**src/rtl/ads5296_cal_pkg.sv**
```systemverilog
// Shared types and helpers for the ADS5296 IDELAY calibration controller.
package ads5296_cal_pkg;

  typedef enum logic [3:0] {
    S_IDLE, S_VTC_OFF, S_LOAD, S_SETTLE, S_CHECK, S_EVAL, S_NEXT,
    S_CENTER, S_CLOAD, S_CSETTLE, S_VTC_ON, S_DONE, S_FAIL
  } cal_state_e;

  // Bit w set => 4-bit word w has at most one transition:
  // {0000,0001,0011,0111,1000,1100,1110,1111}.
  localparam logic [15:0] FCLK_OK_MASK = 16'hD18B;

  function automatic logic fclk_word_ok(input logic [3:0] w);
    return FCLK_OK_MASK[w];
  endfunction

endpackage

```
**src/rtl/ads5296_delay_cal_if.sv**
```systemverilog
// Control/status bundle between the calibration controller and the receive path.
interface ads5296_delay_cal_if #(parameter int TAP_W = 9);
  logic             start;
  logic [3:0]       fclk4b;
  logic [TAP_W-1:0] delay_val;
  logic             delay_load;
  logic             delay_en_vtc;
  logic             busy;
  logic             done;
  logic             fail;
  logic [TAP_W-1:0] eye_start;
  logic [7:0]       eye_len;

  modport master (
    input  start, fclk4b,
    output delay_val, delay_load, delay_en_vtc, busy, done, fail, eye_start, eye_len
  );
  modport slave (
    output start, fclk4b,
    input  delay_val, delay_load, delay_en_vtc, busy, done, fail, eye_start, eye_len
  );
endinterface

```
**src/rtl/ads5296_run_tracker.sv**
```systemverilog
// Tracks the current run of passing taps and keeps the first longest one seen.
module ads5296_run_tracker #(
  parameter int TAP_W = 9
) (
  input  logic             clk,
  input  logic             rst,
  input  logic             clear,
  input  logic             step_valid,
  input  logic             pass,
  input  logic [TAP_W-1:0] tap,
  input  logic             close,
  output logic [TAP_W-1:0] best_start,
  output logic [7:0]       best_len
);
  logic [TAP_W-1:0] cur_start;
  logic [7:0]       cur_len;

  // cur_len == 0 means no run is open.
  always_ff @(posedge clk or posedge rst) begin
    if (rst) begin
      cur_start  <= '0;
      cur_len    <= '0;
      best_start <= '0;
      best_len   <= '0;
    end else if (clear) begin
      cur_start  <= '0;
      cur_len    <= '0;
      best_start <= '0;
      best_len   <= '0;
    end else if (step_valid && pass) begin
      if (cur_len == 8'd0) begin
        cur_start <= tap;
        cur_len   <= 8'd1;
      end else if (cur_len != 8'hFF) begin
        cur_len <= cur_len + 8'd1;
      end
    end else if ((step_valid && !pass) || close) begin
      // strict compare: on a tie the earlier run is kept
      if (cur_len > best_len) begin
        best_start <= cur_start;
        best_len   <= cur_len;
      end
      cur_len <= '0;
    end
  end
endmodule

```
**src/rtl/ads5296_delay_cal.sv**
```systemverilog
// IDELAY sweep controller: probes fclk at each tap, centres on the widest clean eye.
module ads5296_delay_cal
  import ads5296_cal_pkg::*;
#(
  parameter int TAP_W    = 9,
  parameter int TAP_MAX  = 511,
  parameter int TAP_STEP = 8,
  parameter int VTC_WAIT = 16,
  parameter int SETTLE   = 16,
  parameter int WINDOW   = 1024,
  parameter int MIN_EYE  = 3
) (
  input logic                 clk,
  input logic                 rst,
  ads5296_delay_cal_if.master cal
);
  localparam int CNT_W = 16;

  cal_state_e       state_q, state_d;
  logic [TAP_W-1:0] tap_q, tap_d, val_q, val_d, eye_start_q, eye_start_d;
  logic [CNT_W-1:0] cnt_q, cnt_d;
  logic [7:0]       eye_len_q, eye_len_d;
  logic glitch_q, glitch_d, load_q, load_d, vtc_q, vtc_d;
  logic busy_q, busy_d, done_q, done_d, fail_q, fail_d;
  logic trk_clear, trk_step, trk_close;
  logic [TAP_W-1:0] best_start, ctr;
  logic [7:0]       best_len;
  logic [TAP_W:0]   tap_sum;

  assign tap_sum = {1'b0, tap_q} + (TAP_W+1)'(TAP_STEP);
  assign ctr = TAP_W'(32'(best_start) + ((32'(best_len - 8'd1) * 32'(TAP_STEP)) >> 1));

  ads5296_run_tracker #(.TAP_W(TAP_W)) u_trk (
    .clk(clk), .rst(rst), .clear(trk_clear), .step_valid(trk_step), .pass(!glitch_q),
    .tap(tap_q), .close(trk_close), .best_start(best_start), .best_len(best_len)
  );

  always_ff @(posedge clk or posedge rst) begin
    if (rst) begin
      state_q <= S_IDLE; tap_q <= '0; cnt_q <= '0; glitch_q <= 1'b0;
      val_q <= '0; load_q <= 1'b0; vtc_q <= 1'b1;
      busy_q <= 1'b0; done_q <= 1'b0; fail_q <= 1'b0;
      eye_start_q <= '0; eye_len_q <= '0;
    end else begin
      state_q <= state_d; tap_q <= tap_d; cnt_q <= cnt_d; glitch_q <= glitch_d;
      val_q <= val_d; load_q <= load_d; vtc_q <= vtc_d;
      busy_q <= busy_d; done_q <= done_d; fail_q <= fail_d;
      eye_start_q <= eye_start_d; eye_len_q <= eye_len_d;
    end
  end

  always_comb begin
    state_d = state_q; tap_d = tap_q; cnt_d = cnt_q + CNT_W'(1); glitch_d = glitch_q;
    val_d = val_q; load_d = 1'b0; vtc_d = vtc_q;
    busy_d = busy_q; done_d = done_q; fail_d = fail_q;
    eye_start_d = eye_start_q; eye_len_d = eye_len_q;
    trk_clear = 1'b0; trk_step = 1'b0; trk_close = 1'b0;
    case (state_q)
      S_VTC_OFF: if (cnt_q == CNT_W'(VTC_WAIT-1)) begin
        state_d = S_LOAD; tap_d = '0; cnt_d = '0;
      end
      // first cycle presents the tap, second cycle strobes the load
      S_LOAD, S_CLOAD: begin
        if (cnt_q == '0) val_d = tap_q;
        else begin
          load_d  = 1'b1;
          cnt_d   = '0;
          state_d = (state_q == S_LOAD) ? S_SETTLE : S_CSETTLE;
        end
      end
      S_SETTLE: if (cnt_q == CNT_W'(SETTLE-1)) begin
        state_d = S_CHECK; cnt_d = '0; glitch_d = 1'b0;
      end
      S_CHECK: begin
        glitch_d = glitch_q | !fclk_word_ok(cal.fclk4b);
        if (cnt_q == CNT_W'(WINDOW-1)) state_d = S_EVAL;
      end
      S_EVAL: begin
        trk_step = 1'b1;
        state_d  = S_NEXT;
      end
      S_NEXT: begin
        cnt_d = '0;
        if (tap_sum > (TAP_W+1)'(TAP_MAX)) begin
          trk_close = 1'b1;
          state_d   = S_CENTER;
        end else begin
          tap_d   = tap_sum[TAP_W-1:0];
          state_d = S_LOAD;
        end
      end
      S_CENTER: begin
        eye_start_d = best_start;
        eye_len_d   = best_len;
        cnt_d       = '0;
        if (best_len < 8'(MIN_EYE)) begin
          state_d = S_FAIL; fail_d = 1'b1; busy_d = 1'b0; vtc_d = 1'b1;
        end else begin
          state_d = S_CLOAD; tap_d = ctr;
        end
      end
      S_CSETTLE: if (cnt_q == CNT_W'(SETTLE-1)) state_d = S_VTC_ON;
      S_VTC_ON: begin
        vtc_d = 1'b1; done_d = 1'b1; busy_d = 1'b0; state_d = S_DONE;
      end
      // park the delay line at tap 0 with a single load
      S_FAIL: begin
        cnt_d = cnt_q;
        if (cnt_q == '0) begin
          val_d = '0; vtc_d = 1'b1; cnt_d = CNT_W'(1);
        end else if (cnt_q == CNT_W'(1)) begin
          load_d = 1'b1; cnt_d = CNT_W'(2);
        end
      end
      S_IDLE, S_DONE: ;
      default: state_d = S_IDLE;
    endcase
    if (cal.start && (state_q == S_IDLE || state_q == S_DONE || state_q == S_FAIL)) begin
      state_d = S_VTC_OFF; cnt_d = '0; load_d = 1'b0; vtc_d = 1'b0;
      busy_d = 1'b1; done_d = 1'b0; fail_d = 1'b0; trk_clear = 1'b1;
    end
  end

  assign cal.delay_val    = val_q;
  assign cal.delay_load   = load_q;
  assign cal.delay_en_vtc = vtc_q;
  assign cal.busy         = busy_q;
  assign cal.done         = done_q;
  assign cal.fail         = fail_q;
  assign cal.eye_start    = eye_start_q;
  assign cal.eye_len      = eye_len_q;
endmodule

```
**src/flat_wrapper.sv**
```systemverilog
// flat-port wrapper written by rule: the top's interface ports become plain ports
module ads5296_delay_cal_flat import ads5296_cal_pkg::*;
#(
  parameter int TAP_W    = 9,
  parameter int TAP_MAX  = 511,
  parameter int TAP_STEP = 8,
  parameter int VTC_WAIT = 16,
  parameter int SETTLE   = 16,
  parameter int WINDOW   = 1024,
  parameter int MIN_EYE  = 3
)
  (clk, rst, cal_start, cal_fclk4b, cal_delay_val, cal_delay_load, cal_delay_en_vtc, cal_busy, cal_done, cal_fail, cal_eye_start, cal_eye_len);
  ads5296_delay_cal_if #(.TAP_W(TAP_W)) cal_i ();
  input logic clk;
  input logic rst;
  input wire logic [$bits(cal_i.start)-1:0] cal_start;
  input wire logic [$bits(cal_i.fclk4b)-1:0] cal_fclk4b;
  output wire logic [$bits(cal_i.delay_val)-1:0] cal_delay_val;
  output wire logic [$bits(cal_i.delay_load)-1:0] cal_delay_load;
  output wire logic [$bits(cal_i.delay_en_vtc)-1:0] cal_delay_en_vtc;
  output wire logic [$bits(cal_i.busy)-1:0] cal_busy;
  output wire logic [$bits(cal_i.done)-1:0] cal_done;
  output wire logic [$bits(cal_i.fail)-1:0] cal_fail;
  output wire logic [$bits(cal_i.eye_start)-1:0] cal_eye_start;
  output wire logic [$bits(cal_i.eye_len)-1:0] cal_eye_len;
  assign cal_i.start = cal_start;
  assign cal_i.fclk4b = cal_fclk4b;
  assign cal_delay_val = cal_i.delay_val;
  assign cal_delay_load = cal_i.delay_load;
  assign cal_delay_en_vtc = cal_i.delay_en_vtc;
  assign cal_busy = cal_i.busy;
  assign cal_done = cal_i.done;
  assign cal_fail = cal_i.fail;
  assign cal_eye_start = cal_i.eye_start;
  assign cal_eye_len = cal_i.eye_len;
  ads5296_delay_cal #(.TAP_W(TAP_W), .TAP_MAX(TAP_MAX), .TAP_STEP(TAP_STEP), .VTC_WAIT(VTC_WAIT), .SETTLE(SETTLE), .WINDOW(WINDOW), .MIN_EYE(MIN_EYE)) u_core (.clk(clk), .rst(rst), .cal(cal_i));
endmodule
```
**config.mk**
```make
export PLATFORM = sky130hd
export DESIGN_NAME = ads5296_delay_cal_flat
export DESIGN_NICKNAME = d
export VERILOG_FILES = /design/src/rtl/ads5296_cal_pkg.sv /design/src/rtl/ads5296_delay_cal_if.sv /design/src/rtl/ads5296_run_tracker.sv /design/src/rtl/ads5296_delay_cal.sv /design/src/flat_wrapper.sv
export SDC_FILE = /design/constraint.sdc
export NUM_CORES = 1
export LEC_CHECK = 0
export CAP_MARGIN = 20
export CORE_MARGIN = 2
export CORE_UTILIZATION = 27
export DETAILED_ROUTE_END_ITERATION = 7
export HOLD_SLACK_MARGIN = 0.05
export PLACE_DENSITY_LB_ADDON = 0.08
export SETUP_SLACK_MARGIN = 0.4
export SYNTH_ARGS = -nofsm -noshare
export SYNTH_HDL_FRONTEND = slang
export SYNTH_HIERARCHICAL = 1
export SYNTH_SLANG_ARGS = --single-unit
```
**constraint.sdc**
```tcl
create_clock -name clk -period 5.4 [get_ports clk]
set_input_delay 0.81 -clock clk [delete_from_list [all_inputs] [get_ports clk]]
set_output_delay 0.81 -clock clk [all_outputs]
set_load 0.05 [all_outputs]
```
==> results of run 1 <==
worst max path at each step:
stage                                          to  slack (ns)  cells past startpoint
final                     u_core/u_trk/cur_len[5]        1.78                      8
after global routing      u_core/u_trk/cur_len[5]        1.48                      8
after CTS                 u_core/u_trk/cur_len[5]        1.73                      8
after detailed placement  u_core/u_trk/cur_len[5]        1.74                      8
after global placement    u_core/u_trk/cur_len[5]        1.95                      7
after floorplan           u_core/u_trk/cur_len[5]        2.93                     10
metal layers:
layer | global-route usage, % | vias up | share of wire, %
li1 | - | 2030 | -
met1 | 19.3 | 1960 | 51
met2 | 22.4 | 44 | 46
met3 | 2.14 | 14 | 1.9
met4 | 5.01 | 0 | 1.6
met5 | 0 | - | 0
registers in the layout, indices dropped and copies added, names as in the netlist:
name                     flops
u_core/cal.done              1
u_core/cnt_q                16
u_core/tap_q                 9
u_core/cal.delay_load        1
u_core/cal.eye_start         9
u_core/u_trk/best_len        8
u_core/cal.delay_en_vtc      1
u_core/u_trk/cur_start       9
u_core/glitch_q              1
u_core/cal.fail              1
u_core/cal.eye_len           8
u_core/u_trk/best_start      9
u_core/state_q               4
u_core/u_trk/cur_len         8
u_core/cal.busy              1
u_core/cal.delay_val         9
through the flow:
stage	total power (uW)	setup slack (ns)	utilization, %	area [um2]	instances
after floorplan	1650	2.93	-	5350	559
after global placement	1900	1.95	30.6	5960	842
after detailed placement	1910	1.74	30.7	5970	843
after CTS	2670	1.73	32.4	6310	859
after global routing	2790	1.48	32.4	6310	859
final	2630	1.78	32.4	6310	859
layout by cell type, fill, tap and decap left out, drive strengths merged, types with 11 or more instances in the layout:
| master | instances |
|---|---|
| dfrtp | 94 |
| xor2 | 16 |
| and3 | 11 |
| inv | 29 |
| a21oi | 23 |
| nor2 | 52 |
| clkdlybuf4s50 | 37 |
| nand3 | 15 |
| a22o | 18 |
| clkbuf | 13 |
| ha | 22 |
| o21ai | 31 |
| nand2 | 72 |
| mux2i | 20 |
| nand2b | 35 |
layout make-up:
cell class / count / area (um2)
flip-flops and latches: 95 / 2380
clock buffers: 13 / 250
fillers: 2047 / 13200
inverters: 29 / 109
multi-input cells: 414 / 2750
repair buffers: 40 / 400
well taps: 265 / 332
clock inverters: 3 / 90.1
worst max-delay path, delay by kind of cell (launching register included):
family / cells / cell delay (ns)
simple gates: 4 / 1.44
buf+inv: 1 / 0.49
flops: 1 / 0.65
compound gates: 3 / 0.92
cell families after synthesis:
| kind of cell | share of synthesized area (%) |
|---|---|
| buffers and inverters | 4.00 |
| DFF | 44.5 |
| xor gates and xnor gates | 4.26 |
| muxes | 3.75 |
| adders and majority gates | 5.52 |
| AOI/OAI and AO/OA | 14.4 |
| and+or+nand+nor | 23.6 |
power breakdown:
| part | leakage, uW | switching, uW | internal, uW | total (uW) |
|---|---|---|---|---|
| Sequential | 0.00130 | 148 | 817 | 965 |
| Combinational | 0.00127 | 567 | 347 | 915 |
| Clock | 0.000164 | 283 | 467 | 750 |
| Total | 0.00273 | 998 | 1630 | 2630 |
==> reports/results.txt, run 1 <==
The run finished with clean final reports. For this run, the number of Yosys warnings is 6. The final count of hold timing violations is 0, and the worst relative slew slack is 38.3%. For the pin with the worst max-slew slack, the measured transition is 0.925 ns.

The number of nets with antenna violations after routing is 0. The die covers 0.0209 mm2. The clock period minus worst slack works out to 3.62 ns.

TritonCTS built the clock tree. The signal on the critical path passes through nor4bb_1, a311o_1, nand2_1, inv_2, and3b_1, a41o_1, or2_4, o41ai_1. For the final database, setup skew stands at 0.00876 ns.

The mean instance size in the synthesized netlist works out to 9.56 um2. For the count of mapped cells out of synthesis, the log shows 559. Timing would allow up to 276 MHz. The routability congestion estimate was 0.757. The critical path required time is 5.64 ns, and the number of clock buffers inserted by TritonCTS is 9. After global routing the overflow that remains totals 0. The power density relative to cell area is 416 mW/mm2. The net count of the finished layout was 619. The startpoint of the worst register-to-register path is u_core/state_q[2].

In the final routed layout, each cell accounts on average for 16.1 um. The critical register-to-register path endpoint is u_core/u_trk/cur_len[5]. The proportion of synthesized flip-flops having asynchronous set or reset is 100%, and the post-synthesis cell type count is 71.

In this run, the number of DRC markers left after iteration 0 of detailed routing was 189. Yosys instantiated no cell more often than dfrtp_1. After clock tree synthesis, the repair step resized 0 gates. Type of the worst setup path: reg2reg.

The number of nets handed over by synthesis was 589. For this configuration, the core starts out at a cell density of 27.5%. The worst hold path stage count is 2, and the count of max-cap constraint violations is 0. In this run the worst setup path begins at u_core/state_q[2].

The commonest cells after synthesis are dfrtp_1, nand2_1, nor2_1, nand2b_1, inv_1. The highest net fanout along the worst path is 42, and the final worst hold slack is 0.474 ns. The number of antenna violations at the first check in global routing was 0. Setup repair after global routing left no endpoint under its margin.

In this run the deepest clock path goes through 2 buffers. The sum of routed wire length over all layers came out at 13800 um. Vertical die dimension: 145 um.

The first detailed-routing pass ran for 4 iterations. The path with the worst hold slack has its endpoint at u_core/cal.eye_start[2]. The proportion of layout cells with a drive suffix above 1 was 7.58%; the sequential-to-total area share from yosys stat was 44.5%. The count of pins over their slew limit was 0; the final clock period utilization by the worst path was 67.0%. The CTS clock-pin slew for the worst setup and hold paths is 0.07 ns. For the sum of negative setup slack, the log shows 0 ns. The number of synthesized flops with an enable pin came out at 0. The x dimension of the die came out at 145 um. After detailed routing, the number of remaining DRC violations is 0. In this run the most critical hold path is launched from u_core/cal.eye_start[2].

The tools report the root buffer cell as clkbuf_16. The worst hold path belongs to the class reg2reg. In this run the number of H-tree levels came out at 3. The logs give 3.86 ns for the arrival time of the worst setup path and 22300 um for the first-pass GRT wire length.

STA classifies the critical path startpoint as a register. The boundary pin count was 38. The element type at the critical path end is a register.

The number of global-route vias before repair is 4143. The synthesized design devotes to its leading area cell type 44.0% of total area. For the number of placement rows, the log shows 51. Compared with the post-synthesis result, the final layout area differs by 18.1%. The all-layer global routing usage was 14.0%. The netlist area before placement came out at 0.00535 mm2. The total of buffers placed on input and output ports is 37. For flop-to-flop paths, the worst setup slack is 1.78 ns. For this design, the slowest cell found on the critical path is dfrtp_1. The HPWL after detailed placement is 9740 um. In the routed layout, each cell is associated on average with a via count of 4.71. The clock reaches the later pin of the worst-skew pair after 0.35 ns. The worst reg2reg path depth works out to 8.

Across the VDD grid, the largest voltage drop is 221 uV. The run gives 0 as the number of antenna cells inserted. The largest area contributor in the netlist was dfrtp_1. Entering global routing, the biggest net connects 62 pins.

After clock tree synthesis, the setup repair step added 0 buffers. The number of hold buffers added after CTS is 0, and the delay contributed by the slowest stage of the critical path is 0.65 ns. The leading register cell type out of synthesis was dfrtp_1. Setup violations remaining at the end of the flow were counted as 0.

CTS saw 95 sinks. Summing over every cut layer, the via total after detailed routing is 4048. Summed over all cells, the static leakage comes to 0.00273 uW.

After floorplanning, the core was sized to cover 0.0195 mm2. After synthesis the netlist holds a flip-flop and latch count of 95. Sorting the synthesized cells by area gives the leading types as dfrtp_1, ha_1, nand2_1.
Power figures use the tool's default switching activity.
==> run 2, diff against run 1 <==
==> constraint.sdc (replaced) <==
create_clock -name clk -period 3.5 [get_ports clk]
set_input_delay 0.525 -clock clk [delete_from_list [all_inputs] [get_ports clk]]
set_output_delay 0.525 -clock clk [all_outputs]
set_load 0.05 [all_outputs]
==> reports/results.txt, run 2 (synthesized netlist as in run 1, its figures left out) <==
The run finished with clean final reports. The total power is 3860 uW, and the insertion delay to the later sink of the worst-skew pair is 0.35 ns. The first detailed-routing pass ran for 4 iterations.

Critical register-to-register path endpoint: u_core/u_trk/cur_len[5]. The H-tree was split into 3 levels. The number of antenna violations at the first check in global routing is 0, and the proportion of layout cells with a drive suffix above 1 is 9.15%. The logs give 2017 for the filler cell count in the final layout and 0.60 ns for the flop-to-flop setup slack.

At the pin with the least slew margin, the transition time is 0.856 ns. Once detail routing completed, the nets flagged for antenna violations numbered 0. Sequential cells account for 36.8% of the total power.

The die is 145 um wide. The finished cells cover 0.00630 mm2. Combinational cells account for 39.5% of the total power.

Net switching is 40.1% of the power. The number of hold buffers added after CTS came out at 0. The arrival time of the worst setup path came out at 3.13 ns.

The number of antenna cells inserted came out at 0. In this run the critical register-to-register path is launched from u_core/state_q[2]. The die footprint was 0.0209 mm2. The smallest clock period supported by the final layout is computed as 2.90 ns. The tools report the static leakage power as 0.00273 uW.

The worst setup path is captured at a register. During placement, the flow inserted port buffers numbering 37. Power spread over the standard cell area amounts to 612 mW/mm2. Entering global routing, the biggest net connects 44 pins.

The count of pins over their slew limit was 0; the sum of routed wire length over all layers was 13600 um. For this block, the initial DRC count from the detailed router was 192. The worst setup path is launched from a register. For this run, the top clock speed supported by timing is 345 MHz. The net count of the finished layout is 627. Counting cells, the worst reg-to-reg path comes to 8. The vias after detailed routing is 4048, and the number of instances resized during post-cts repair is 0.

The register with the most flip-flops in the final layout is u_core/cnt_q. After layout, the worst path uses 82.8% of the clock period. The tools report the worst setup path startpoint as u_core/state_q[2]. Setup repair after global routing left no endpoint under its margin.

The tools report the final count of hold timing violations as 0. The setup path with the least slack is of type reg2reg. Summed over all layers, the global routing overflow is 0.

The floorplan step defined a core boundary enclosing 0.0195 mm2. The number of clock buffers inserted by TritonCTS is 9. Global routing consumed, over all layers together, 14.0% of the routing resources. The logs give 95 for the total number of clock tree sinks and 0 for the final setup violation count. The number of global-route vias before repair is 4053, and the CTS clock-pin slew for the worst setup and hold paths is 0.07 ns. The highest net fanout along the worst path is 11.

The internal power of the cells totals 2310 uW. In this run, the clock network consumes 23.7% of the power. The worst relative slew slack came out at 42.8%. The area added between synthesis and finish came out at 17.9%. Once the clock tree was built, the setup fixing pass inserted 0 buffers. The congestion estimate from routability-driven global placement came to 0.771. Dividing the detail-routed wire length by the instance count gives 15.7 um.

The tool flagged a number of max-cap violations equal to 0. Across the VDD grid, the largest voltage drop is 222 uV. CTS placed an instance of clkbuf_16 at the clock tree root. After detailed routing, the number of remaining DRC violations is 0.

The library cell used most frequently in the layout, excluding fill and tap cells, is dfrtp_1. At the worst endpoint, the required time is 3.73 ns. The clock passes through at most 2 buffers. After routing, the total negative slack on setup checks comes to 0 ns. Row generation in the floorplan step produced 51 rows.

TritonCTS built the clock tree. The class of the tightest hold or removal check was in2async. Half-perimeter wire length after placement: 9730 um.

The via count normalized by instance count is 4.67. Once placement finished, the instance area stood at 0.00602 mm2. For the worst clock skew, the log shows 0.00781 ns.

The flip-flop count of the largest register, all copies and words added is 16, and the first-pass GRT wire length is 22400 um. Leaving out fill and tap cells, the most frequent cells in the layout are dfrtp_1, nand2_1, nor2_1. The boundary pin count is 38, and the net switching power figure is 1550 uW. For this configuration, the core starts out at a cell density of 27.5%.

The share of the core filled with cells was 32.4%; the vertical die dimension was 145 um.
[run 2: cell types whose count changed in the layout (fill, tap and decap cells not counted)]
cell	change
bufinv_16	-3
clkinvlp_4	+2
buf_8	-1
clkinv_2	+3
buf_12	+1
clkbuf_8	-1
clkbuf_1	-3
clkinv_4	+1
buf_4	+8
[run 2: through the flow]
step	instances	hold slack [ns]	worst slack, ns
after detailed placement	850	0.461	0.689
after global placement	850	0.458	0.765
final	866	0.429	0.603
after floorplan	559	0.462	1.03
after CTS	865	0.478	0.660
after global routing	866	0.452	0.417
[run 2: cell type report]
| cell class | instances | area [um2] | area share [%] |
|---|---|---|---|
| inverter | 29 | 109 | 1.73 |
| tap | 265 | 332 | 5.26 |
| multi-input combinational | 414 | 2750 | 43.7 |
| timing repair buffer | 48 | 465 | 7.39 |
| clock buffer | 9 | 225 | 3.57 |
| sequential | 95 | 2380 | 37.7 |
| clock inverter | 6 | 38.8 | 0.616 |
[run 2: critical path: stages, from the launching register on]
cell and delay (ns):
dfrtp_1 0.43, nor4bb_1 0.50, a311o_1 0.25, nand2_1 0.22
inv_2 0.12, and3b_1 0.24, a41o_1 0.38, or2_4 0.32
o41ai_1 0.31
[run 2: worst max path at each step]
stage / slack [ns] / end
floorplan: 1.03 / u_core/u_trk/cur_len[5]
global placement: 0.76 / u_core/u_trk/cur_len[5]
detailed placement: 0.69 / u_core/u_trk/cur_len[5]
CTS: 0.66 / u_core/u_trk/cur_len[5]
global route: 0.42 / u_core/u_trk/cur_len[5]
finish: 0.60 / u_core/u_trk/cur_len[5]
[run 2: power groups by stage]
stage	clock (uW)	sequential [uW]	combinational, uW
after floorplan	0	1590	957
after global routing	1000	1450	1670
after CTS	957	1430	1530
final	913	1420	1520
after detailed placement	0	1440	1520
after global placement	0	1440	1530
[run 2: layer usage]
layer / GRT usage, % / share of wire (%) / routed length (um)
met1: 20.0 / 51 / 6960
met2: 21.8 / 46 / 6280
met3: 2.14 / 2.0 / 269
met4: 4.60 / 0.41 / 55
met5: 0 / 0 / 0
==> run 3, diff against run 2 <==
==> constraint.sdc (replaced) <==
create_clock -name clk -period 2.4 [get_ports clk]
set_input_delay 0.36 -clock clk [delete_from_list [all_inputs] [get_ports clk]]
set_output_delay 0.36 -clock clk [all_outputs]
set_load 0.05 [all_outputs]
==> reports/results.txt, run 3 (synthesized netlist as in run 1, its figures left out) <==
The run finished with clean final reports. For the routability congestion estimate, the log shows 0.857. The peak ir drop on the vdd network was 565 uV; the deepest clock path buffer count was 2. The arrival time of the worst setup path was 2.44 ns; the static leakage power was 0.00319 uW.

Entering global routing, the biggest net connects 47 pins. For the first-pass GRT wire length, the log shows 24300 um. The worst hold path belongs to the class in2async.

The number of antenna violations at the first check in global routing is 0. Core box area: 0.0195 mm2. Power spread over the standard cell area amounts to 928 mW/mm2. Kind of cell with the highest combined delay on the critical path: simple AND/OR/NAND/NOR gates. Once placement finished, the instance area stood at 0.00630 mm2. The logs give 9 for the number of clock buffers inserted by TritonCTS and 27.5% for the effective utilization at floorplan. Cells fill 37.4% of the core in the end. The critical path goes through nor4_2, a311o_1, nand2_2, inv_2, and3b_2, a41o_1, or2_4, o41ai_2. The first detailed-routing pass ran for 4 iterations. Summed over all layers, the routed wires come to 15000 um. Clock tree synthesis selected as its root buffer the cell clkbuf_16.

The run gives 0.204 ns as the post-route worst setup slack. The register with the most flip-flops in the layout has 16 of them. At the end of the flow, the number of nets in the layout was 688. In this run the count of I/O pins placed on the die edge is 38. The routed wire length per instance came out at 16.2 um. The critical path is of the reg2reg type. Max-cap violations in this run came to 0. Setup violations remaining at the end of the flow were counted as 0.

The area added between synthesis and finish is 36.1%, and the number of global-route vias before repair is 4501. The worst path uses 91.5% of the clock period. The number of antenna diodes in the final layout is 0. The highest net fanout along the worst path is 6, and the insertion delay to the later sink of the worst-skew pair is 0.35 ns. Setup repair after global routing could not meet its margin everywhere. Of the cells placed in the final design, the portion with a size suffix greater than 1 is 27.8%. Adding up every negative setup slack in the final design gives 0 ns. Leaving out fill and tap cells, the most frequent cell in the layout is dfrtp_1.

The top cell types in the final layout, fill and taps aside, are dfrtp_1, nand2_1, buf_4. The worst setup path is launched from a register. The total overflow reported by the global router was 0; the clock period minus worst slack was 2.20 ns. The logs give 95 for the total number of clock tree sinks and 0 for the number of remaining DRC errors. The delay contributed by the slowest stage of the critical path works out to 0.48 ns. Dividing the detail-routed via count by the number of cells gives 4.79. The upper clock frequency limit is 455 MHz, and the number of nets with antenna violations after routing is 0. STA classifies the critical path endpoint as a register. The run gives 0 as the count of pins over their slew limit.

The critical path required time was 2.64 ns; the final worst hold slack was 0.350 ns. TritonCTS built the clock tree. The run gives 3 as the number of H-tree branching levels.

The CTS clock-pin slew for the worst setup and hold paths came out at 0.06 ns. The die footprint was 0.0209 mm2; the vertical die dimension was 145 um. The logs give 63.8% for the worst relative slew slack and 0 for the final count of hold timing violations. The iteration-0 DRC count of the detailed router came out at 247. The logs give 10300 um for the half-perimeter wire length after placement and 0.00600 ns for the worst clock skew.

All-layer global routing usage: 15.3%. The buffers plus inverters on the worst setup path was 1; the total of buffers placed on input and output ports was 37. u_core/cnt_q holds more flip-flops than any other register. The vias after detailed routing came out at 4443.

The floorplan has 51 rows. The filler cell count in the final layout was 1948; the minimum setup slack after placement was 0.125 ns. For this design, the slowest cell found on the critical path is dfrtp_2.

At the pin with the least slew margin, the transition time is 0.541 ns. The die is 145 um wide. With fillers left out, the area of the finished cells amounts to 0.00728 mm2.
run 3: repair_timing:
item | CTS | global route
pin swaps | 23 | 19
hold buffers | 0 | 0
buffers inserted | 28 | 7
cloned | 3 | 0
gates resized for setup | 35 | 43
endpoints found under the setup margin | 57 | 71
run 3: cell type report:
| type | instances | area, um2 | share of cell area (%) |
|---|---|---|---|
| clock inverters | 4 | 70.1 | 0.963 |
| repair buffers | 109 | 1040 | 14.3 |
| multi-input cells | 414 | 3090 | 42.5 |
| inverters | 29 | 109 | 1.50 |
| flip-flops and latches | 95 | 2390 | 32.8 |
| well taps | 265 | 332 | 4.56 |
| clock buffers | 11 | 243 | 3.34 |
run 3: metal layers:
metal  up-vias  wire (um)  global-route usage, %
li1       2158          -                      -
met1      2193       7440                   21.2
met5         -          0                      0
met3        13        403                   1.97
met4         0        230                   5.67
met2        79       6970                   24.5
run 3: per-stage QoR:
step / instances / power [uW]
3_3_place_gp: 874 / 4600
6_report: 927 / 6750
4_1_cts: 920 / 6610
2_1_floorplan: 559 / 3780
3_5_place_dp: 874 / 4600
5_1_grt: 927 / 7160
run 3: worst register-to-register path: cells and delay by family (launching register included):
family	cells	cell delay, ns
AO/OA/AOI/OAI	3	0.66
flip-flops	1	0.48
buffers and inverters	1	0.07
AND/OR/NAND/NOR	4	0.88
run 3: power breakdown:
| group | switching, uW | internal (uW) | total, uW |
|---|---|---|---|
| clock | 620 | 933 | 1550 |
| sequential | 244 | 1850 | 2090 |
| combinational | 1650 | 1450 | 3100 |
run 3: final timing paths:
kind / startpoint / end / slack (ns) / depth (start not counted)
min: rst / u_core/cal.fail / 0.35 / 2
max: u_core/state_q[2] / u_core/u_trk/cur_len[5] / 0.20 / 8
min reg2reg: u_core/cal.eye_start[2] / u_core/cal.eye_start[2] / 0.47 / 2
min in group clk: u_core/cal.eye_start[2] / u_core/cal.eye_start[2] / 0.47 / 2
max reg2reg: u_core/state_q[2] / u_core/u_trk/cur_len[5] / 0.20 / 8
max in group asynchronous: rst / u_core/cal.eye_len[6] / 1.45 / 3
